File: config.mk
export PLATFORM = sky130hd
export DESIGN_NAME = multicycle_control_unit_flat
export DESIGN_NICKNAME = d
export VERILOG_FILES = /design/src/rtl/multicycle_control_unit_if.sv /design/src/rtl/multicycle_control_unit.sv /design/src/flat_wrapper.sv
export SDC_FILE = /design/constraint.sdc
export NUM_CORES = 1
export LEC_CHECK = 0
export BUFFER_PORTS_ARGS = -buffer_cell sky130_fd_sc_hd__buf_2
export CAP_MARGIN = 20
export CORE_ASPECT_RATIO = 0.75
export CORE_UTILIZATION = 35
export CTS_BUF_LIST = sky130_fd_sc_hd__clkbuf_16
export CTS_CLUSTER_SIZE = 16
export DETAILED_ROUTE_END_ITERATION = 16
export GPL_TIMING_DRIVEN = 0
export PLACE_DENSITY = 0.62
export SYNTH_ARGS = -nofsm -noshare
export SYNTH_HDL_FRONTEND = slang
export SYNTH_SLANG_ARGS = --single-unit
File: constraint.sdc
create_clock -name CLK -period 3.44 [get_ports CLK]
set_clock_uncertainty 0.05 [all_clocks]
set_input_delay 0.516 -clock CLK [delete_from_list [all_inputs] [get_ports CLK]]
set_output_delay 0.516 -clock CLK [all_outputs]
set_load 0.005 [all_outputs]
File: src/rtl/multicycle_control_unit_if.sv
//------------------------------------------------------------------------------
// multicycle_control_unit_if
// Control/status bundle between the multicycle sequencer and its datapath.
// Revision: 1.0
//------------------------------------------------------------------------------
`default_nettype none

interface multicycle_control_unit_if #(
   parameter int Count_Width = 32
);
   logic [5:0]             OpCode;
   logic [5:0]             Funct;
   logic                   Zero;
   logic                   PCEn;
   logic                   IorD;
   logic                   MemWrite;
   logic                   IRWrite;
   logic                   RegWrite;
   logic                   RegDst;
   logic                   MemToReg;
   logic                   ALUSrcA;
   logic [1:0]             ALUSrcB;
   logic [1:0]             PCSrc;
   logic [2:0]             ALUControl;
   logic [3:0]             State;
   logic [Count_Width-1:0] Retired_Count;
   logic                   Illegal;

   // master = control unit, slave = datapath side
   modport master (
      input  OpCode, Funct, Zero,
      output PCEn, IorD, MemWrite, IRWrite, RegWrite, RegDst, MemToReg,
             ALUSrcA, ALUSrcB, PCSrc, ALUControl, State, Retired_Count, Illegal
   );

   modport slave (
      output OpCode, Funct, Zero,
      input  PCEn, IorD, MemWrite, IRWrite, RegWrite, RegDst, MemToReg,
             ALUSrcA, ALUSrcB, PCSrc, ALUControl, State, Retired_Count, Illegal
   );
endinterface

`default_nettype wire

File: src/rtl/multicycle_control_unit.sv
//------------------------------------------------------------------------------
// multicycle_control_unit
// Moore sequencer for the multicycle MIPS datapath with retire counter and
// sticky illegal-instruction flag. Optional bne support: MULTICYCLE_BNE_EN.
// Revision: 1.0
//------------------------------------------------------------------------------
`default_nettype none

module multicycle_control_unit #(
   parameter int Count_Width = 32
) (
   input  logic                      CLK,
   input  logic                      RST,
   multicycle_control_unit_if.master bus
);

   typedef enum logic [3:0] {
      FETCH   = 4'd0,
      DECODE  = 4'd1,
      MEMADR  = 4'd2,
      MEMRD   = 4'd3,
      MEMWB   = 4'd4,
      MEMWR   = 4'd5,
      RTYPEEX = 4'd6,
      RTYPEWB = 4'd7,
      BEQEX   = 4'd8,
      ADDIEX  = 4'd9,
      ADDIWB  = 4'd10,
      JEX     = 4'd11
`ifdef MULTICYCLE_BNE_EN
      , BNEEX = 4'd12
`endif
   } state_t;

   typedef struct packed {
      logic       pc_write;
      logic       branch;
      logic       branch_ne;
      logic       iord;
      logic       mem_write;
      logic       ir_write;
      logic       reg_write;
      logic       reg_dst;
      logic       mem_to_reg;
      logic       alu_src_a;
      logic [1:0] alu_src_b;
      logic [1:0] pc_src;
      logic [2:0] alu_control;
   } ctl_t;

   localparam logic [5:0] OP_RTYPE = 6'b000000;
   localparam logic [5:0] OP_LW    = 6'b100011;
   localparam logic [5:0] OP_SW    = 6'b101011;
   localparam logic [5:0] OP_BEQ   = 6'b000100;
   localparam logic [5:0] OP_ADDI  = 6'b001000;
   localparam logic [5:0] OP_J     = 6'b000010;
`ifdef MULTICYCLE_BNE_EN
   localparam logic [5:0] OP_BNE   = 6'b000101;
`endif

   localparam logic [5:0] FN_ADD = 6'b100000;
   localparam logic [5:0] FN_SUB = 6'b100010;
   localparam logic [5:0] FN_AND = 6'b100100;
   localparam logic [5:0] FN_OR  = 6'b100101;
   localparam logic [5:0] FN_SLT = 6'b101010;

   localparam logic [2:0] ALU_ADD = 3'b010;
   localparam logic [2:0] ALU_SUB = 3'b110;
   localparam logic [2:0] ALU_AND = 3'b000;
   localparam logic [2:0] ALU_OR  = 3'b001;
   localparam logic [2:0] ALU_SLT = 3'b111;

   state_t                 state;
   state_t                 next_state;
   ctl_t                   ctl;
   logic                   retire;
   logic                   mark_illegal;
   logic [Count_Width-1:0] retired;
   logic                   illegal;

   function automatic logic funct_ok(input logic [5:0] f);
      return (f == FN_ADD) || (f == FN_SUB) || (f == FN_AND) ||
             (f == FN_OR)  || (f == FN_SLT);
   endfunction

   function automatic logic [2:0] funct_alu(input logic [5:0] f);
      case (f)
         FN_SUB:  return ALU_SUB;
         FN_AND:  return ALU_AND;
         FN_OR:   return ALU_OR;
         FN_SLT:  return ALU_SLT;
         default: return ALU_ADD;
      endcase
   endfunction

   // Control word for a state; Funct only matters when entering RTYPEEX.
   function automatic ctl_t ctl_for(input state_t s, input logic [5:0] f);
      ctl_t c;
      c             = '0;
      c.alu_control = ALU_ADD;
      case (s)
         FETCH: begin
            c.ir_write  = 1'b1;
            c.pc_write  = 1'b1;
            c.alu_src_b = 2'b01;
         end
         DECODE:  c.alu_src_b = 2'b11;
         MEMADR: begin
            c.alu_src_a = 1'b1;
            c.alu_src_b = 2'b10;
         end
         MEMRD:   c.iord = 1'b1;
         MEMWB: begin
            c.reg_write  = 1'b1;
            c.mem_to_reg = 1'b1;
         end
         MEMWR: begin
            c.iord      = 1'b1;
            c.mem_write = 1'b1;
         end
         RTYPEEX: begin
            c.alu_src_a   = 1'b1;
            c.alu_control = funct_alu(f);
         end
         RTYPEWB: begin
            c.reg_write = 1'b1;
            c.reg_dst   = 1'b1;
         end
         BEQEX: begin
            c.alu_src_a   = 1'b1;
            c.alu_control = ALU_SUB;
            c.pc_src      = 2'b01;
            c.branch      = 1'b1;
         end
`ifdef MULTICYCLE_BNE_EN
         BNEEX: begin
            c.alu_src_a   = 1'b1;
            c.alu_control = ALU_SUB;
            c.pc_src      = 2'b01;
            c.branch_ne   = 1'b1;
         end
`endif
         ADDIEX: begin
            c.alu_src_a = 1'b1;
            c.alu_src_b = 2'b10;
         end
         ADDIWB:  c.reg_write = 1'b1;
         JEX: begin
            c.pc_write = 1'b1;
            c.pc_src   = 2'b10;
         end
         default: c.alu_control = ALU_ADD;
      endcase
      return c;
   endfunction

   always_comb begin
      next_state   = FETCH;
      mark_illegal = 1'b0;
      retire       = 1'b0;
      case (state)
         FETCH:  next_state = DECODE;
         DECODE: begin
            case (bus.OpCode)
               OP_LW, OP_SW: next_state = MEMADR;
               OP_RTYPE: begin
                  if (funct_ok(bus.Funct)) next_state = RTYPEEX;
                  else                     mark_illegal = 1'b1;
               end
               OP_BEQ:  next_state = BEQEX;
               OP_ADDI: next_state = ADDIEX;
               OP_J:    next_state = JEX;
`ifdef MULTICYCLE_BNE_EN
               OP_BNE:  next_state = BNEEX;
`endif
               default: mark_illegal = 1'b1;
            endcase
         end
         MEMADR:  next_state = (bus.OpCode == OP_SW) ? MEMWR : MEMRD;
         MEMRD:   next_state = MEMWB;
         RTYPEEX: next_state = RTYPEWB;
         ADDIEX:  next_state = ADDIWB;
         MEMWB, MEMWR, RTYPEWB, BEQEX, ADDIWB, JEX
`ifdef MULTICYCLE_BNE_EN
         , BNEEX
`endif
         :        retire = 1'b1;
         default: next_state = FETCH;
      endcase
   end

   // Control word is registered alongside the state it belongs to.
   always_ff @(posedge CLK) begin
      if (RST) begin
         state   <= FETCH;
         ctl     <= ctl_for(FETCH, 6'b000000);
         retired <= '0;
         illegal <= 1'b0;
      end else begin
         state <= next_state;
         ctl   <= ctl_for(next_state, bus.Funct);
         if (retire)       retired <= retired + Count_Width'(1);
         if (mark_illegal) illegal <= 1'b1;
      end
   end

   assign bus.PCEn          = ~RST & (ctl.pc_write | (ctl.branch & bus.Zero) |
                                      (ctl.branch_ne & ~bus.Zero));
   assign bus.MemWrite      = ~RST & ctl.mem_write;
   assign bus.IRWrite       = ~RST & ctl.ir_write;
   assign bus.RegWrite      = ~RST & ctl.reg_write;
   assign bus.IorD          = ctl.iord;
   assign bus.RegDst        = ctl.reg_dst;
   assign bus.MemToReg      = ctl.mem_to_reg;
   assign bus.ALUSrcA       = ctl.alu_src_a;
   assign bus.ALUSrcB       = ctl.alu_src_b;
   assign bus.PCSrc         = ctl.pc_src;
   assign bus.ALUControl    = ctl.alu_control;
   assign bus.State         = state;
   assign bus.Retired_Count = retired;
   assign bus.Illegal       = illegal;

endmodule

`default_nettype wire

File: src/flat_wrapper.sv
// flat-port wrapper written by rule: the top's interface ports become plain ports
module multicycle_control_unit_flat 
#(
   parameter int Count_Width = 32
)
  (CLK, RST, bus_OpCode, bus_Funct, bus_Zero, bus_PCEn, bus_IorD, bus_MemWrite, bus_IRWrite, bus_RegWrite, bus_RegDst, bus_MemToReg, bus_ALUSrcA, bus_ALUSrcB, bus_PCSrc, bus_ALUControl, bus_State, bus_Retired_Count, bus_Illegal);
  multicycle_control_unit_if #(.Count_Width(Count_Width)) bus_i ();
  input  logic CLK;
  input  logic RST;
  input wire logic [$bits(bus_i.OpCode)-1:0] bus_OpCode;
  input wire logic [$bits(bus_i.Funct)-1:0] bus_Funct;
  input wire logic [$bits(bus_i.Zero)-1:0] bus_Zero;
  output wire logic [$bits(bus_i.PCEn)-1:0] bus_PCEn;
  output wire logic [$bits(bus_i.IorD)-1:0] bus_IorD;
  output wire logic [$bits(bus_i.MemWrite)-1:0] bus_MemWrite;
  output wire logic [$bits(bus_i.IRWrite)-1:0] bus_IRWrite;
  output wire logic [$bits(bus_i.RegWrite)-1:0] bus_RegWrite;
  output wire logic [$bits(bus_i.RegDst)-1:0] bus_RegDst;
  output wire logic [$bits(bus_i.MemToReg)-1:0] bus_MemToReg;
  output wire logic [$bits(bus_i.ALUSrcA)-1:0] bus_ALUSrcA;
  output wire logic [$bits(bus_i.ALUSrcB)-1:0] bus_ALUSrcB;
  output wire logic [$bits(bus_i.PCSrc)-1:0] bus_PCSrc;
  output wire logic [$bits(bus_i.ALUControl)-1:0] bus_ALUControl;
  output wire logic [$bits(bus_i.State)-1:0] bus_State;
  output wire logic [$bits(bus_i.Retired_Count)-1:0] bus_Retired_Count;
  output wire logic [$bits(bus_i.Illegal)-1:0] bus_Illegal;
  assign bus_i.OpCode = bus_OpCode;
  assign bus_i.Funct = bus_Funct;
  assign bus_i.Zero = bus_Zero;
  assign bus_PCEn = bus_i.PCEn;
  assign bus_IorD = bus_i.IorD;
  assign bus_MemWrite = bus_i.MemWrite;
  assign bus_IRWrite = bus_i.IRWrite;
  assign bus_RegWrite = bus_i.RegWrite;
  assign bus_RegDst = bus_i.RegDst;
  assign bus_MemToReg = bus_i.MemToReg;
  assign bus_ALUSrcA = bus_i.ALUSrcA;
  assign bus_ALUSrcB = bus_i.ALUSrcB;
  assign bus_PCSrc = bus_i.PCSrc;
  assign bus_ALUControl = bus_i.ALUControl;
  assign bus_State = bus_i.State;
  assign bus_Retired_Count = bus_i.Retired_Count;
  assign bus_Illegal = bus_i.Illegal;
  multicycle_control_unit #(.Count_Width(Count_Width)) u_core (.CLK(CLK), .RST(RST), .bus(bus_i));
endmodule
======== Word level (Yosys, flattened, before mapping) ========
Index checks and enable logic that the tools add are counted.
storage, ports and cells
  bits in writable memories ............... 0
  input bits .............................. 15
  register bits after elaboration ......... 53
  memories kept ........................... 0
  memory bits (read-only) ................. 0
  bits in latches ......................... 0
cells by class
  magnitude comparators ................... 0
  shifts and indexed selects .............. 0
  add/subtract/negate cells ............... 1
  divide/modulo/power cells ............... 0
  reductions and logical operators ........ 15
  eq/ne operators ......................... 32
  bitwise logic cells ..................... 10
  multiplexer cells ....................... 21
  $mul .................................... 0
operators by type and width
  kind                                                             number
  6-bit == test, second input constant                             7
  32-bit by 1-bit adder with 32-bit output, second input constant  1
  4-bit by 3-bit == test with 1-bit output, second input constant  8
  4-bit == test, second input constant                             8
  4-bit one-hot mux with 6 select lines                            1
  4-bit one-hot mux with 5 select lines                            1
  4-bit by 2-bit == test with 1-bit output, second input constant  4
  1-bit 2-to-1 mux                                                 12
  3-bit one-hot mux with 4 select lines                            1
  4-bit by 1-bit == test with 1-bit output, second input constant  2
  4-bit zero test                                                  2
  2-bit OR reduction                                               4
  6-bit by 2-bit == test with 1-bit output, second input constant  1
  6-bit by 3-bit == test with 1-bit output, second input constant  1
  6-bit by 4-bit == test with 1-bit output, second input constant  1
  6-bit zero test                                                  1
  3-bit 2-to-1 mux                                                 2
  2-bit one-hot mux with 3 select lines                            1
  3-bit one-hot mux with 2 select lines                            1
  6-bit OR reduction                                               1
  1-bit AND                                                        5
  5-bit OR reduction                                               1
  1-bit logical OR                                                 4
  2-bit one-hot mux with 2 select lines                            1
  6 further kinds                                                  8

======== Depth between registers and ports, before layout ========
  word-level depth ........................ 11
  gate-level depth with buffers ........... 8

======== Least setup slack after synthesis ========
OpenSTA, ideal clock, no wires.
  path kind ............................... in2reg
  start point ............................. input bus_Funct[1]
  end point ............................... register u_core.ctl (netlist bit u_core.bus.ALUControl[2])
  cell stages on the path ................. 7
  path slack .............................. 1229 ps
  arrival ................................. 2044 ps
  path through ............................ mux2_4 -> a211o_1 -> o41a_1 -> o211a_1 -> buf_6 -> and2_0 -> a22o_1
on the way
  cells in the longest elaborated chain, start to end .. 10
ends and longest elaborated chain
  what                                                                       line                                                          text
  from (decl)                                                                flat_wrapper.sv:11                                            input wire logic [$bits(bus_i.Funct)-1:0] bus_Funct;
  6-bit == test, on equally long branches                                    multicycle_control_unit.sv:82, multicycle_control_unit.sv:87
  1-bit logical OR (3 in a row)                                              multicycle_control_unit.sv:82                                 return (f == FN_ADD) || (f == FN_SUB) || (f == FN_AND) ||
  1-bit logical OR                                                           multicycle_control_unit.sv:83                                 (f == FN_OR) || (f == FN_SLT);
  3-bit 2-to-1 mux                                                           multicycle_control_unit.sv:167                                if (funct_ok(bus.Funct)) next_state = RTYPEEX;
  4-bit one-hot mux with 5 select lines                                      multicycle_control_unit.sv:164                                case (bus.OpCode)
  4-bit one-hot mux with 6 select lines                                      multicycle_control_unit.sv:161                                case (state)
  4-bit == test or 4-bit by 3-bit == test with 1-bit output (tied branches)  multicycle_control_unit.sv:101                                case (s)
  3-bit one-hot mux with 2 select lines (*)                                  multicycle_control_unit.sv:101
  to (signal assigned)                                                       multicycle_control_unit.sv:196                                ctl <= ctl_for(FETCH, 6'b000000);
  to (signal assigned)                                                       multicycle_control_unit.sv:201                                ctl <= ctl_for(next_state, bus.Funct);
  to (decl)                                                                  multicycle_control_unit.sv:75                                 ctl_t ctl;
Every way passes the cells marked *; elsewhere a longest branch is shown, timed or not.
A chain may end at the register's enable or synchronous reset.

======== Final worst setup path ========
  start point ............................. input RST
  end point ............................... output bus_PCEn
on the way
  cells in the longest elaborated chain, start to end .. 2
ends and longest elaborated chain
  what         line                            text
  from (decl)  flat_wrapper.sv:9               input logic RST;
  1-bit NOT    multicycle_control_unit.sv:207  assign bus.PCEn = ~RST & (ctl.pc_write | (ctl.branch & bus.Zero) |
  1-bit AND    multicycle_control_unit.sv:207
  to (decl)    flat_wrapper.sv:13              output wire logic [$bits(bus_i.PCEn)-1:0] bus_PCEn;
No other way between the ends.

==> reports/summary.txt <==
Reg clk slew, reported paths: 0.07 ns
First-pass GRT wire length: 9880 um
H-tree depth: 2
Vias/cell: 4.98
Initial Util: 0.363
Pre-antenna DRT Iters: 5
CTS tree: done
Antenna viol nets, final: 0
Inserted Diodes: 0
# hold bufs at CTS: 0
Worst Setup Start Kind: input port
Slew Viols, Final: 0
Worst IR drop on VDD: 0.000227 V
Crit path launch: RST
Core area: 6830 um2
FP Rows: 26
Number of global-route vias before repair: 2099
Warnings, synthesis: 0
Worst Tran Pin Value: 0.680 ns
Clk sink count: 52
Setup Fix Bufs, Post-CTS: 0
Met1 track demand over resource: 0.238
Port bufs: 64
Post-place setup slack: 0.951 ns
Commonest non-fill, non-tap cells in the layout: buf_2, dfxtp_1, nor2_1
Die W: 99.2 um
Routed len/inst: 12.8 um
Worst r2r path cells: 6
Reg-to-Reg Start: u_core.bus.State[3]
CTS Buf Count: 5
Syn Inst Count: 292
Die Area: 7430 um2
Final nets: 379
R2r endpoint: u_core.bus.Retired_Count[30]
Share of cells above drive strength 1: 0.242
Met3 Use GR: 0.0381
Tcrit/Tclk final: 0.694
Most common cell after layout, fill and taps aside: buf_2
Final setup vio count: 0
RSZ-0062 raised after global routing: no
Crit path DAT: 1.82 ns
Initial antenna violation count: 0
Status: complete, no violations
Congestion Overflow GR: 0
1st-iter DRT viols: 134
Tot Pwr: 1180 uW
Worst min path class: reg -> reg
Setup ws final: 1.05 ns
DRC: 0
Worst Path Max Fanout: 10
CTS resizes: 0
Post-DP HPWL: 4340 um
Most used routing layer: met2
Max cap viols: 0
Clock buffer depth: 2
Layout area overhead: 23.0%
GRT Util Overall: 0.169
Slew margin rel.: 0.544
Worst setup EP type: output port
Async S/R FF share, synth: 0
Clock latency on the worst-skew pair: 0.29 ns
Post-Route Setup TNS: 0 ns
Syn Nets: 308
Crit Path Category: in -> out
Number of enable flip-flop cells after synthesis: 0
Yosys cell types: 54
Overall routed net length: 5740 um
Top-Level Pins: 67
CP required: 2.87 ns
Leakage: 0.00128 uW
Via count: 2233
Met2 Use GR: 0.263
Fmax: 419 MHz
Worst hold margin: 0.400 ns
Post-layout min period: 2.39 ns
Top FF cell, synth: dfxtp_1
Clk root buf: clkbuf_16
Largest net degree at the start of global routing: 18
Register area share after synthesis: 0.420
Die Span Y: 74.9 um
Worst Setup EP: bus_PCEn
Synthesized cell area: 2480 um2
GP Congestion: 0.832
PwrDens: 387 nW/um2
Avg Inst Size Synth: 8.50 um2
FF+latch count, synth: 52
Reg2reg setup slack: 1.26 ns
Final Hold Viols: 0
==> critical path: stages <==
cell	delay (ns)
clkbuf_1	0.24
clkbuf_1	0.43
buf_1	0.41
nor2_1	0.09
buf_2	0.14
==> power breakdown <==
part	internal [uW]	total [uW]	leakage (uW)	switching (uW)
Combinational	30.9	74.7	0.000788	43.7
Clock	271	493	0.0000702	222
Sequential	608	613	0.000420	4.52
==> Yosys cell counts (2+ instances only) <==
master,number,area [um2]
o211a_1,2,20.0
nand2_1,20,75.1
a31oi_1,2,12.5
nand3b_1,2,15.0
and3b_1,3,26.3
a21oi_1,11,55.1
xor2_1,9,78.8
or3_1,6,37.5
inv_1,13,48.8
nor3_1,15,75.1
dfxtp_1,52,1040
o21ai_1,4,20.0
buf_4,7,52.6
nor2b_1,5,31.3
nor4_1,6,37.5
clkbuf_1,8,30.0
o21ai_0,8,40.0
a211o_1,2,17.5
and2_1,2,12.5
and4_1,2,17.5
xnor2_1,18,158
nand3_1,18,90.1
nand2b_1,4,25.0
nor2_1,39,146
and3_1,5,31.3
==> layer usage <==
layer | vias up | share of wire
li1 | 1151 | -
met1 | 1025 | 0.52
met2 | 52 | 0.42
met3 | 5 | 0.046
met4 | 0 | 0.0091
met5 | - | 0
==> how the worst min path moves through the flow <==
stage / slack [ns] / cells past startpoint / to / start
floorplan: 0.39 / 2 / u_core.bus.Illegal / u_core.bus.Illegal
global placement: 0.39 / 2 / u_core.bus.Illegal / u_core.bus.Illegal
detailed placement: 0.40 / 2 / u_core.bus.Illegal / u_core.bus.Illegal
CTS: 0.40 / 2 / u_core.bus.ALUControl[1] / bus_Funct[2]
global route: 0.41 / 2 / u_core.bus.ALUControl[1] / bus_Funct[2]
finish: 0.40 / 2 / u_core.bus.Illegal / u_core.bus.Illegal
==> state kept, by name, indices dropped and copies added (netlist names) <==
name and flops:
u_core.bus.ALUControl 3, u_core.bus.ALUSrcA 1, u_core.bus.ALUSrcB 2, u_core.bus.Illegal 1, u_core.bus.IorD 1, u_core.bus.MemToReg 1, u_core.bus.PCSrc 2, u_core.bus.RegDst 1
u_core.bus.Retired_Count 32, u_core.bus.State 4, u_core.ctl 4
==> cell families (layout without fill, tap and decap cells) <==
logic type,Yosys count,count (layout),share of synthesized area
AO/OA/AOI/OAI,41,41,0.117
XOR/XNOR,27,27,0.0953
adder cells (fa/ha/maj),2,2,0.00908
buffers and inverters,31,103,0.0610
flip-flops,52,52,0.420
multiplexers,2,2,0.0101
AND/OR/NAND/NOR,137,137,0.288
==> cell type report <==
cell class / instances / area (um2)
fill: 693 / 3780
clock buffer: 5 / 125
clock inverter: 3 / 21.3
tap: 84 / 105
timing repair buffer: 64 / 320
inverter: 13 / 48.8
buffer: 18 / 103
sequential: 52 / 1040
multi-input combinational: 209 / 1290
==> metrics by stage <==
stage,utilization,instances,area (um2)
global placement,0.425,440,2910
global route,0.447,448,3050
detailed placement,0.425,440,2910
finish,0.447,448,3050
CTS,0.447,448,3050
floorplan,-,292,2480
Power figures use the tool's default switching activity.
